$ cat src/rtl/cam_pkg.sv
// Shared types for the camera capture path: sequencer state encoding and pixel word width.
package cam_pkg;

  localparam int unsigned PixW = 16;  // RGB565 word

  typedef enum logic [2:0] {
    StIdle,
    StArm,
    StWaitSof,
    StCapture,
    StDone
  } cam_state_e;

endpackage

$ cat src/rtl/cam_byte_pack.sv
// Pairs href-qualified camera bytes (high byte first) into 16-bit words with a one-cycle write pulse.
module cam_byte_pack
  import cam_pkg::*;
(
  input  logic            PCLK,
  input  logic            HRESETn,
  input  logic            en,
  input  logic            href,
  input  logic [7:0]      data,
  output logic            we,
  output logic [PixW-1:0] wdata
);

  logic       toggle_q;
  logic [7:0] hi_q;

  always_ff @(posedge PCLK or negedge HRESETn) begin
    if (!HRESETn) begin
      toggle_q <= 1'b0;
      hi_q     <= '0;
      we       <= 1'b0;
      wdata    <= '0;
    end else begin
      we <= 1'b0;
      if (en && href) begin
        toggle_q <= ~toggle_q;
        if (!toggle_q) begin
          hi_q <= data;
        end else begin
          we    <= 1'b1;
          wdata <= {hi_q, data};
        end
      end else begin
        // A high byte left waiting when href drops is simply forgotten.
        toggle_q <= 1'b0;
      end
    end
  end

endmodule

$ cat src/rtl/cam_capture_sequencer.sv
// Camera capture sequencer: frame arming, ping-pong bank ownership, write addressing and status.
// Optional crop window enabled by defining CAM_CROP_EN.
module cam_capture_sequencer
  import cam_pkg::*;
#(
  parameter int unsigned AW    = 16,
  parameter int unsigned DEPTH = 65536
) (
  input  logic            PCLK,
  input  logic            HRESETn,
  input  logic            cap_en,
  input  logic            cap_cont,
  input  logic [1:0]      bank_release,
  input  logic            cam_vsync,
  input  logic            cam_href,
  input  logic [7:0]      cam_data,
`ifdef CAM_CROP_EN
  input  logic [10:0]     crop_x0,
  input  logic [10:0]     crop_w,
  input  logic [9:0]      crop_y0,
  input  logic [9:0]      crop_h,
`endif
  output logic            ram_we,
  output logic [AW:0]     ram_addr,
  output logic [PixW-1:0] ram_wdata,
  output logic [1:0]      bank_full,
  output logic            frame_done,
  output logic [AW:0]     frame_words,
  output logic            ovf_err,
  output logic [7:0]      skip_cnt
);

  localparam logic [AW:0] DepthW = DEPTH[AW:0];

  cam_state_e  state_q;
  logic        wr_bank_q;
  logic [AW:0] word_addr_q;
  logic [1:0]  bank_full_q;
  logic        frame_done_q;
  logic [AW:0] frame_words_q;
  logic        ovf_q;
  logic [7:0]  skip_q;
  logic        vsync_q;

  logic        pack_we;
  logic        in_win;
  logic        wr_ok;
  logic        vsync_fall;
  logic        vsync_rise;
  logic        bank_avail;
  logic        bank_pick;

  cam_byte_pack u_pack (
    .PCLK    (PCLK),
    .HRESETn (HRESETn),
    .en      (state_q == StCapture),
    .href    (cam_href),
    .data    (cam_data),
    .we      (pack_we),
    .wdata   (ram_wdata)
  );

`ifdef CAM_CROP_EN
  logic        href_q;
  logic [9:0]  line_q;
  logic [10:0] px_q;

  always_ff @(posedge PCLK or negedge HRESETn) begin
    if (!HRESETn) begin
      href_q <= 1'b0;
      line_q <= '0;
      px_q   <= '0;
    end else begin
      href_q <= cam_href;
      if (state_q != StCapture) begin
        line_q <= '0;
        px_q   <= '0;
      end else if (cam_href && !href_q) begin
        line_q <= line_q + 10'd1;
        px_q   <= '0;
      end else if (pack_we) begin
        px_q <= px_q + 11'd1;
      end
    end
  end

  // line_q already counts the current line, so line index = line_q - 1.
  assign in_win = ({1'b0, line_q} > {1'b0, crop_y0}) &&
                  ({1'b0, line_q} <= ({1'b0, crop_y0} + {1'b0, crop_h})) &&
                  ({1'b0, px_q} >= {1'b0, crop_x0}) &&
                  ({1'b0, px_q} < ({1'b0, crop_x0} + {1'b0, crop_w}));
`else
  assign in_win = 1'b1;
`endif

  assign wr_ok      = pack_we && (state_q == StCapture) && in_win;
  assign ram_we     = wr_ok && (word_addr_q != DepthW);
  assign ram_addr   = {wr_bank_q, word_addr_q[AW-1:0]};
  assign vsync_fall = vsync_q && !cam_vsync;
  assign vsync_rise = !vsync_q && cam_vsync;
  assign bank_avail = (bank_full_q != 2'b11);
  assign bank_pick  = (bank_full_q == 2'b01);  // only bank 1 free

  always_ff @(posedge PCLK or negedge HRESETn) begin
    if (!HRESETn) begin
      state_q       <= StIdle;
      wr_bank_q     <= 1'b0;
      word_addr_q   <= '0;
      bank_full_q   <= '0;
      frame_done_q  <= 1'b0;
      frame_words_q <= '0;
      ovf_q         <= 1'b0;
      skip_q        <= '0;
      vsync_q       <= 1'b0;
    end else begin
      vsync_q      <= cam_vsync;
      frame_done_q <= 1'b0;
      bank_full_q  <= bank_full_q & ~bank_release;
      if (ram_we) word_addr_q <= word_addr_q + 1'b1;
      if (wr_ok && (word_addr_q == DepthW)) ovf_q <= 1'b1;
      if (!cap_en) begin
        state_q <= StIdle;
        ovf_q   <= 1'b0;
        skip_q  <= '0;
      end else begin
        unique case (state_q)
          StIdle: state_q <= StArm;
          StArm: begin
            if (bank_avail) begin
              wr_bank_q   <= bank_pick;
              word_addr_q <= '0;
              state_q     <= StWaitSof;
            end else if (vsync_fall && (skip_q != 8'hFF)) begin
              skip_q <= skip_q + 8'd1;
            end
          end
          StWaitSof: if (vsync_fall) state_q <= StCapture;
          StCapture: if (vsync_rise) state_q <= StDone;
          StDone: begin
            // Later bit assignment overrides a same-cycle release of this bank.
            bank_full_q[wr_bank_q] <= 1'b1;
            frame_done_q           <= 1'b1;
            frame_words_q          <= word_addr_q;
            state_q                <= cap_cont ? StArm : StIdle;
          end
          default: state_q <= StIdle;
        endcase
      end
    end
  end

  assign bank_full   = bank_full_q;
  assign frame_done  = frame_done_q;
  assign frame_words = frame_words_q;
  assign ovf_err     = ovf_q;
  assign skip_cnt    = skip_q;

endmodule
$ cat config.mk
export PLATFORM = sky130hd
export DESIGN_NAME = cam_capture_sequencer
export DESIGN_NICKNAME = d
export VERILOG_FILES = /design/src/rtl/cam_pkg.sv /design/src/rtl/cam_byte_pack.sv /design/src/rtl/cam_capture_sequencer.sv
export SDC_FILE = /design/constraint.sdc
export NUM_CORES = 1
export LEC_CHECK = 0
export ABC_AREA = 1
export BUFFER_PORTS_ARGS = -buffer_cell sky130_fd_sc_hd__buf_2
export CORE_MARGIN = 5
export CORE_UTILIZATION = 55
export CTS_CLUSTER_DIAMETER = 100
export DETAILED_ROUTE_END_ITERATION = 6
export GPL_TIMING_DRIVEN = 0
export HOLD_SLACK_MARGIN = 0.12
export MAX_ROUTING_LAYER = met4
export PLACE_DENSITY_LB_ADDON = 0.12
export SLEW_MARGIN = 25
export SYNTH_ARGS = -nofsm -noshare
export SYNTH_HDL_FRONTEND = slang
export SYNTH_SLANG_ARGS = --single-unit
$ cat constraint.sdc
create_clock -name PCLK -period 1.7 [get_ports PCLK]
set_input_delay 0.085 -clock PCLK [delete_from_list [all_inputs] [get_ports PCLK]]
set_output_delay 0.085 -clock PCLK [all_outputs]
set_load 0.01 [all_outputs]
==> results of run 1 <==
## power by group
part           internal, mW  switching [mW]
clock                 0.676           0.665
combinational         0.305           0.486
sequential             2.07           0.133
## worst max-delay path: cells and delay by family, from the launching register on
family / cells / cell delay [ns]
buffers and inverters: 1 / 0.11
AND/OR/NAND/NOR: 6 / 0.90
flip-flops: 1 / 0.48
## kinds of logic (layout without fill, tap and decap cells)
kind of cell,Yosys count,in the layout,share of synthesized area [%]
buffers and inverters,79,201,10.3
and+or+nand+nor,230,230,27.3
adders and majority gates,3,3,1.00
xor gates and xnor gates,4,4,0.935
AOI/OAI and AO/OA,62,62,9.02
DFF,77,77,51.4
## synthesized netlist by cell type (2+ instances only)
cell type / number / share of area (%)
ha_1: 3 / 1.0
nand2_1: 127 / 13
nand3_2: 2 / 0.53
nand4_1: 3 / 0.50
nand2_2: 4 / 0.67
a21oi_1: 8 / 1.1
buf_4: 18 / 3.6
nand3_4: 2 / 0.93
o21ai_2: 3 / 0.70
buf_2: 6 / 0.80
xor2_1: 3 / 0.70
nor2_4: 2 / 0.60
inv_2: 5 / 0.50
nand2_4: 2 / 0.60
inv_1: 46 / 4.6
dfrtp_1: 77 / 51
buf_6: 2 / 0.60
o31ai_1: 3 / 0.60
o22ai_1: 2 / 0.33
nor2_1: 48 / 4.8
nor3_1: 11 / 1.5
o21ai_0: 44 / 5.9
nand3_1: 25 / 3.3
## final timing paths
path,start,end,slack [ns]
setup / recovery,word_addr_q[2],word_addr_q[15],0.11
min in group PCLK,cam_vsync,vsync_q,0.45
max in group asynchronous,HRESETn,skip_cnt[6],0.95
setup reg to reg,word_addr_q[2],word_addr_q[15],0.11
hold / removal,HRESETn,frame_words[12],0.19
hold reg to reg,u_pack.wdata[1],u_pack.wdata[1],0.48
## cell type report
| class | instances | area, sq um | share of cell area (%) |
|---|---|---|---|
| plain buffers | 27 | 195 | 4.08 |
| well taps | 80 | 100 | 2.09 |
| repair buffers | 106 | 691 | 14.4 |
| multi-input cells | 299 | 1480 | 30.9 |
| inverters | 52 | 200 | 4.19 |
| flip-flops and latches | 77 | 1930 | 40.3 |
| clock buffers | 10 | 128 | 2.67 |
| clock inverters | 6 | 63.8 | 1.33 |
## layer usage
metal	wire [um]	vias to the layer above	global-route usage [%]	part of all wire, %
li1	-	1667	-	-
met1	3740	1576	28.3	43
met2	4210	102	35.6	48
met3	598	14	5.12	6.9
met4	152	0	8.29	1.7
met5	0	-	-	0
## state kept, by name, summed over array words and instances (netlist names), 2 cells and up
| signal | flops |
|---|---|
| bank_full | 2 |
| frame_words | 17 |
| skip_cnt | 8 |
| state_q | 3 |
| u_pack.hi_q | 8 |
| u_pack.wdata | 16 |
| word_addr_q | 17 |
## what timing repair did
item,CTS,global route
endpoints found under the hold margin,99,0
pin swaps,2,7
gates cloned,0,1
resized for setup,5,14
setup buffers,6,6
endpoints found under the setup margin,9,17
hold buffers,15,0
==> flow_summary_export.csv, run 1 <==
group,metric,value,unit
yosys,synth_warnings,0,
drt,via_count,3359,
timing,skew,0.00699,ns
timing,tns,0,ns
cts,clk_pin_slew_worst_paths,0.08,ns
cts,clk_path_buf_depth,2,
drt,drc,0,
pwr,ir_worst_vdd,0.000658,V
pwr,powerDensity,906,mW/mm^2
yosys,synth_fp_nets,474,
setup_path,path_cells,"nand3_1 > nor3_2 > nand2_2 > inv_2 > nand4_1 > nand2_1 > nor2_1",
timing,fin_crit,1.59,ns
pwr,p_leak,2.53,nW
grt,grt_usage,22.4,%
timing,maxSlewViolCount,0,
run_status,outcome,"finished clean",
timing,hold_viol_final,0,
yosys,ys.flop_type,"dfrtp_1",
timing,max_freq,628,MHz
setup_path,slowest_delay,0.48,ns
drt,drtIter0Drc,130,
floorplanning,dieArea,0.00856,sq mm
floorplanning,row_count,30,
grt,overflow,0,
timing,worst_slew_pin_slew,0.388,ns
floorplanning,coreArea,0.00672,sq mm
timing,max_slew_margin,73.9,%
pwr,p_total,4.33,mW
yosys,async_flop_share,100,%
cts,cts_buffers,9,
layout,fin_util,71.2,%
drt,first_pass_iters,5,
drt,drtAntennaViolNets,0,
yosys,synth-seq-cells,77,
placement,place_ws,-0.0333,ns
yosys,synth_edf_count,0,
yosys,synth_cell_types,32,
setup_path,cp.required,1.93,ns
cts,clockRootBuffer,"clkbuf_8",
yosys,yosysSeqAreaShare,51.4,%
floorplanning,dieWidth,92.5,um
layout,layout_commonest_cell,"nand2_1",
flow_run,cap_viol_max_count,0,
grt,grt_pass1_vias,3199,
cts,htree_num_levels,3,
grt,antenna_found_initial,0,
setup_path,path_max_fanout,7,
timing,post-route-worst-setup-slack,0.107,ns
hold_path,hp-class,"in -> async",
layout,antennaDiodeCount,0,
setup_path,arrival,1.83,ns
grt,grt_first_pass_wirelength,15.0,mm
layout,final_area,0.00478,sq mm
timing,timing.hold.ws,0.193,ns
setup_path,critPathSlowestCell,"dfrtp_1",
grt,grt_max_degree,53,
setup_path,worstSetupStartpointType,"flip-flop",
layout,drive_gt1_share,28.6,%
cts,cts_tree,"yes",
layout,area_growth,27.6,%
timing,fin_crit_sh,93.7,%
floorplanning,die_h,92.5,um
floorplanning,io_pins,79,
layout,final_nets,591,
drt,viasPerCell,5.11,
setup_path,r2r_cells,7,
placement,dp_cells,613,
layout,nFillCells,505,
drt,finalWirelength,8.70,mm
cts,insertion_delay,0.34,ns
yosys,syn_area_per_cell,8.24,sq um
drt,wl_per_cell,13.2,um
cts,cts.sinks,77,
yosys,synthCells,455,
setup_path,crit_path_end_kind,"flip-flop",
setup_path,criticalPathCategory,"reg -> reg",
placement,place_hpwl,6.06,mm
layout,final_cells,657,
floorplanning,start_util,55.8,%
placement,numPortBuffers,77,
placement,dpl_cell_area,0.00426,sq mm
placement,place_congestion,0.921,
layout,final_cell_mix,"nand2_1, buf_2, dfrtp_1",
timing,setup_viol_count_final,0,
yosys,syn_area,0.00375,sq mm
Power figures use the tool's default switching activity.
==> inputs of run 2 (changes only) <==
--- a/config.mk
+++ b/config.mk
@@ -7,8 +7,10 @@
 export LEC_CHECK = 0
 export ABC_AREA = 1
 export BUFFER_PORTS_ARGS = -buffer_cell sky130_fd_sc_hd__buf_2
+export CELL_PAD_IN_SITES_DETAIL_PLACEMENT = 2
+export CELL_PAD_IN_SITES_GLOBAL_PLACEMENT = 2
 export CORE_MARGIN = 5
-export CORE_UTILIZATION = 55
+export CORE_UTILIZATION = 32
 export CTS_CLUSTER_DIAMETER = 100
 export DETAILED_ROUTE_END_ITERATION = 6
 export GPL_TIMING_DRIVEN = 0
==> run 2 against run 1 <==
Net effect:
- the run now ends with negative setup slack left
- maximum frequency down 6.7%
- utilization is 28 points lower
- sequential cell count is the same
- final cell count is 8.7% higher
- critical endpoint is now ram_we
- largest power group unchanged
==> flow_summary_export.csv, run 2 (synthesis gave the netlist of run 1 again) <==
group,metric,value,unit
pwr,switching_share,28.7,%
timing,max_freq,586,MHz
drt,finalWirelength,12.0,mm
placement,place_congestion,0.784,
grt,grt_pass1_vias,3792,
drt,wl_per_cell,16.9,um
floorplanning,dieArea,0.0140,sq mm
setup_path,slowest_delay,0.39,ns
hold_path,holdCritStartpoint,"cam_href",
timing,timing.hold.ws,0.121,ns
timing,worst_slew_pin_slew,0.495,ns
grt,grt_usage,17.8,%
timing,fin_crit_sh,100,%
pwr,p_leak,2.57,nW
drt,first_pass_iters,4,
pwr,ir_worst_vdd,0.000486,V
grt,antenna_found_initial,0,
floorplanning,io_pins,79,
timing,rsz0062_at_grt,"true",
layout,final_cell_mix,"nand2_1, buf_2, dfrtp_1",
setup_path,criticalPathCategory,"reg -> out",
timing,setup_viol_count_final,1,
layout,layout_commonest_cell,"nand2_1",
floorplanning,row_count,39,
setup_path,cp.required,1.62,ns
pwr,powerDensity,1010,mW/mm^2
layout,antennaDiodeCount,0,
setup_path,startpoint,"word_addr_q[1]",
cts,cts.sinks,77,
cts,cts_tree,"yes",
setup_path,r2r_cells,14,
timing,hold_viol_final,0,
layout,fin_util,43.5,%
setup_path,critPathSlowestCell,"dfrtp_1",
floorplanning,die_h,118,um
timing,fin_crit,1.71,ns
placement,place_hpwl,8.39,mm
floorplanning,start_util,32.7,%
cts,clockRootBuffer,"clkbuf_16",
timing,skew,0.0107,ns
pwr,power_switching,1.45,mW
run_status,violations,"negative setup slack",
hold_path,min_to,"u_pack.wdata[9]",
pwr,power_frac_comb,16.4,%
setup_path,worstSetupStartpointType,"flip-flop",
setup_path,path_max_fanout,7,
cts,insertion_delay,0.35,ns
floorplanning,coreArea,0.0115,sq mm
setup_path,r2r_start,"word_addr_q[1]",
drt,drc,0,
setup_path,r2r_slack,0.05,ns
flow_run,cap_viol_max_count,0,
grt,grt_max_degree,51,
pwr,clkPwrFrac,39.7,%
timing,maxSlewViolCount,0,
pwr,power.internal,3.59,mW
setup_path,arrival,1.62,ns
hold_path,hp-class,"in -> reg",
cts,clk_path_buf_depth,2,
placement,place_ws,-0.150,ns
setup_path,crit_path_frequent_cell,"nand2_2",
cts,cts_buffers,9,
setup_path,crit_path_end_kind,"primary output",
pwr,p_seq_share,43.9,%
drt,drtAntennaViolNets,0,
grt,overflow,0,
drt,drtIter0Drc,97,
layout,area_growth,33.1,%
timing,post-route-worst-setup-slack,-0.00754,ns
layout,final_nets,585,
timing,max_slew_margin,66.7,%
drt,viasPerCell,4.85,
pwr,p_total,5.04,mW
grt,grt_first_pass_wirelength,19.7,mm
cts,htree_num_levels,3,
setup_path,path_cells,"inv_2 > ha_4 > nand2_2 > inv_2 > nand2_2 > nor2_2 > nand2_2 > nand2_4 > inv_8 > buf_6",
floorplanning,dieWidth,118,um
setup_path,r2r-end,"word_addr_q[3]",
run_status,outcome,"finished with violations",
layout,drive_gt1_share,30.1,%
hold_path,whs_path_depth,4,
cts,clk_pin_slew_worst_paths,0.06,ns
drt,via_count,3463,
placement,numPortBuffers,77,
==> run 2: worst max path at each step <==
| stage | slack (ns) | cells past startpoint | endpoint |
|---|---|---|---|
| after floorplan | 0.23 | 13 | word_addr_q[5] |
| after global placement | -0.14 | 1 | skip_cnt[5] |
| after detailed placement | -0.15 | 13 | word_addr_q[12] |
| after CTS | -0.03 | 10 | ram_we |
| after global routing | -0.10 | 10 | ram_we |
| final | -0.008 | 10 | ram_we |
==> run 2: timing repair <==
item                                   in CTS  in global routing
resized for setup                           9                 27
pin swaps                                   2                 10
setup endpoints to repair                  14                 21
setup buffers                               6                  3
endpoints found under the hold margin      98                  0
gates cloned                                0                  1
hold buffers                               13                  0
==> run 2: power by group through the flow <==
| stage | clock network, mW | registers, mW | logic (mW) |
|---|---|---|---|
| finish | 2.00 | 2.21 | 0.829 |
| global route | 2.13 | 2.25 | 0.955 |
| CTS | 2.04 | 2.22 | 0.848 |
| detailed placement | 0 | 2.24 | 0.814 |
| global placement | 0 | 2.23 | 0.769 |
| floorplan | 0 | 2.27 | 0.427 |
==> run 2: cell type report <==
cell class | instances | area [sq um]
inverters | 52 | 203
repair buffers | 100 | 657
multi-input cells | 299 | 1520
clock inverters | 3 | 43.8
flip-flops and latches | 77 | 1930
well taps | 143 | 179
fillers | 1322 | 6480
plain buffers | 27 | 196
clock buffers | 13 | 260
==> run 2: stage by stage <==
step	cells	cell area, sq um	setup TNS [ns]
final	714	4990	-0.00754
after global placement	675	4310	-10.46
after global routing	714	4990	-0.516
after detailed placement	676	4340	-1.04
after floorplan	455	3750	0
after CTS	711	4840	-0.0268
==> run 2: critical path: cells and delay by family, from the launching register on <==
| kind | cells | cell delay [ns] |
|---|---|---|
| fa+ha+maj | 1 | 0.15 |
| flops | 1 | 0.39 |
| simple gates | 5 | 0.39 |
| buf+inv | 4 | 0.32 |
==> run 2: metal layers <==
layer  GRT usage (%)  vias to the layer above  share of wire, %
met5               -                        -                 0
met4            5.38                        0               1.6
met3            4.97                       13               4.5
met2            29.8                       65                51
met1            20.8                     1738                43
li1                -                     1647                 -
==> inputs of run 3 (changes only) <==
==> constraint.sdc (replaced) <==
create_clock -name PCLK -period 1.7 [get_ports PCLK]
set_input_delay 0.085 -clock PCLK [delete_from_list [all_inputs] [get_ports PCLK]]
set_output_delay 0.085 -clock PCLK [all_outputs]
set_load 0.1 [all_outputs]
==> run 3 against run 2 <==
Net effect:
- the run still ends with negative setup slack left
- die area unchanged
- sequential power barely moved
- clock skew is 0.0020 ns lower
- sequential share of layout area up 0.74 points
- register-to-register slack got worse by 0.02 ns
- design area down 1.1%
- global-route usage up 0.22 points
- count of clock-buffer cells in the layout down 3
- critical path type unchanged
- largest power group unchanged
==> flow_summary_export.csv, run 3 (synthesis gave the netlist of run 1 again) <==
group,metric,value,unit
floorplanning,io_pins,79,
setup_path,cp.required,1.62,ns
layout,antennaDiodeCount,0,
drt,first_pass_iters,4,
floorplanning,coreArea,0.0115,sq mm
placement,numPortBuffers,77,
run_status,violations,"negative setup slack",
layout,final_nets,585,
timing,worst_slew_pin_slew,0.507,ns
timing,fin_crit_sh,100,%
drt,drtIter0Drc,66,
cts,htree_num_levels,3,
timing,setup_viol_count_final,1,
setup_path,r2r_cells,14,
drt,via_count,3466,
timing,hold_viol_final,0,
setup_path,worstSetupStartpointType,"flip-flop",
drt,wl_met3,572,um
hold_path,holdCritStartpoint,"cam_href",
layout,drive_gt1_share,30.5,%
grt,overflow,0,
grt,grt_first_pass_wirelength,19.9,mm
layout,final_cell_mix,"nand2_1, buf_2, dfrtp_1",
pwr,ir_worst_vdd,0.000568,V
timing,fin_crit,1.70,ns
placement,place_hpwl,8.38,mm
drt,finalWirelength,12.1,mm
cts,cts.sinks,77,
drt,drtAntennaViolNets,0,
hold_path,whs_path_depth,4,
pwr,powerDensity,1140,mW/mm^2
timing,skew,0.00870,ns
floorplanning,row_count,39,
hold_path,min_to,"u_pack.wdata[10]",
floorplanning,dieWidth,118,um
setup_path,path_max_fanout,2,
cts,clk_pin_slew_worst_paths,0.06,ns
timing,rsz0062_at_grt,"true",
drt,wl_per_cell,16.9,um
cts,cts_tree,"yes",
floorplanning,die_h,118,um
floorplanning,start_util,32.7,%
floorplanning,dieArea,0.0140,sq mm
setup_path,r2r_slack,0.03,ns
layout,final_cells,714,
setup_path,r2r-end,"word_addr_q[6]",
drt,viasPerCell,4.85,
timing,post-route-worst-setup-slack,-0.000116,ns
timing,maxSlewViolCount,0,
cts,clk_path_buf_depth,2,
run_status,outcome,"finished with violations",
hold_path,hp-class,"in -> reg",
cts,clockRootBuffer,"clkbuf_16",
drt,top_layer,"met4",
timing,max_freq,588,MHz
grt,grt_max_degree,51,
timing,tns,-0.000116,ns
grt,grt_usage,18.0,%
setup_path,crit_path_end_kind,"primary output",
cts,insertion_delay,0.34,ns
setup_path,arrival,1.62,ns
setup_path,criticalPathCategory,"reg -> out",
pwr,p_leak,2.53,nW
layout,area_growth,31.6,%
placement,dpl_cell_area,0.00436,sq mm
timing,max_slew_margin,66.4,%
cts,cts_buffers,9,
setup_path,r2r_start,"word_addr_q[0]",
drt,met2_length,6.19,mm
grt,antenna_found_initial,0,
layout,layout_commonest_cell,"nand2_1",
placement,dp_cells,676,
drt,met1Wirelength,5.04,mm
layout,final_area,0.00493,sq mm
grt,grt_pass1_vias,3869,
placement,place_congestion,0.792,
flow_run,cap_viol_max_count,0,
drt,drc,0,
placement,place_ws,-0.250,ns
[run 3: changes by cell type in the layout (fill, tap and decap cells not counted), sizes merged]
| cell | change |
|---|---|
| clkbuf | -3 |
| clkinvlp | +3 |
| bufinv | -1 |
| clkinv | +1 |
[run 3: through the flow]
| step | hold WS [ns] | utilization, % | total power, mW |
|---|---|---|---|
| after floorplan | -0.211 | - | 3.48 |
| after global placement | 0.247 | 37.8 | 3.79 |
| after detailed placement | 0.0446 | 38.0 | 3.85 |
| after CTS | 0.120 | 42.4 | 5.70 |
| after global routing | 0.149 | 43.0 | 5.93 |
| final | 0.125 | 43.0 | 5.62 |
[run 3: cell type report]
type                    instances  area [sq um]
fillers                      1277          6540
flip-flops and latches         77          1940
multi-input cells             299          1490
repair buffers                100           646
clock buffers                  10           229
inverters                      52           203
plain buffers                  27           195
well taps                     143           179
clock inverters                 6          41.3
[run 3: metal layers]
layer	vias to the layer above	global-route usage, %
li1	1648	-
met3	19	4.25
met2	69	30.6
met1	1730	20.9
met4	0	6.16
met5	-	-
[run 3: worst max-delay path by stage]
stage	endpoint	slack (ns)	start
after floorplan	skip_cnt[0]	0.0005	skip_cnt[1]
after detailed placement	ram_we	-0.25	word_addr_q[0]
after CTS	ram_we	-0.03	word_addr_q[0]
after global placement	skip_cnt[0]	-0.40	HRESETn
final	ram_we	-0.0001	word_addr_q[0]
after global routing	ram_we	-0.07	word_addr_q[1]
[run 3: what timing repair did]
action                                  CTS  global route
setup buffers                             7             1
gates resized for setup                  17             9
gates cloned                              0             1
endpoints found under the setup margin   14            33
hold endpoints to repair                 98             0
hold buffers                             13             0
pin swaps                                 5             4
[run 3: report_power, final]
group	leakage [nW]	switching [mW]	internal, mW
logic	1.37	1.31	0.302
clock network	0.124	0.810	0.987
registers	1.03	0.132	2.07
total	2.53	2.26	3.36
[run 3: critical path: stages (launching register included)]
cell and delay (ns):
dfrtp_2 0.42, inv_2 0.08, ha_4 0.12, nand2_2 0.05, inv_2 0.06, nand2_2 0.05
nor2_2 0.10, nand2_2 0.09, nand2_4 0.10, inv_8 0.05, buf_12 0.16
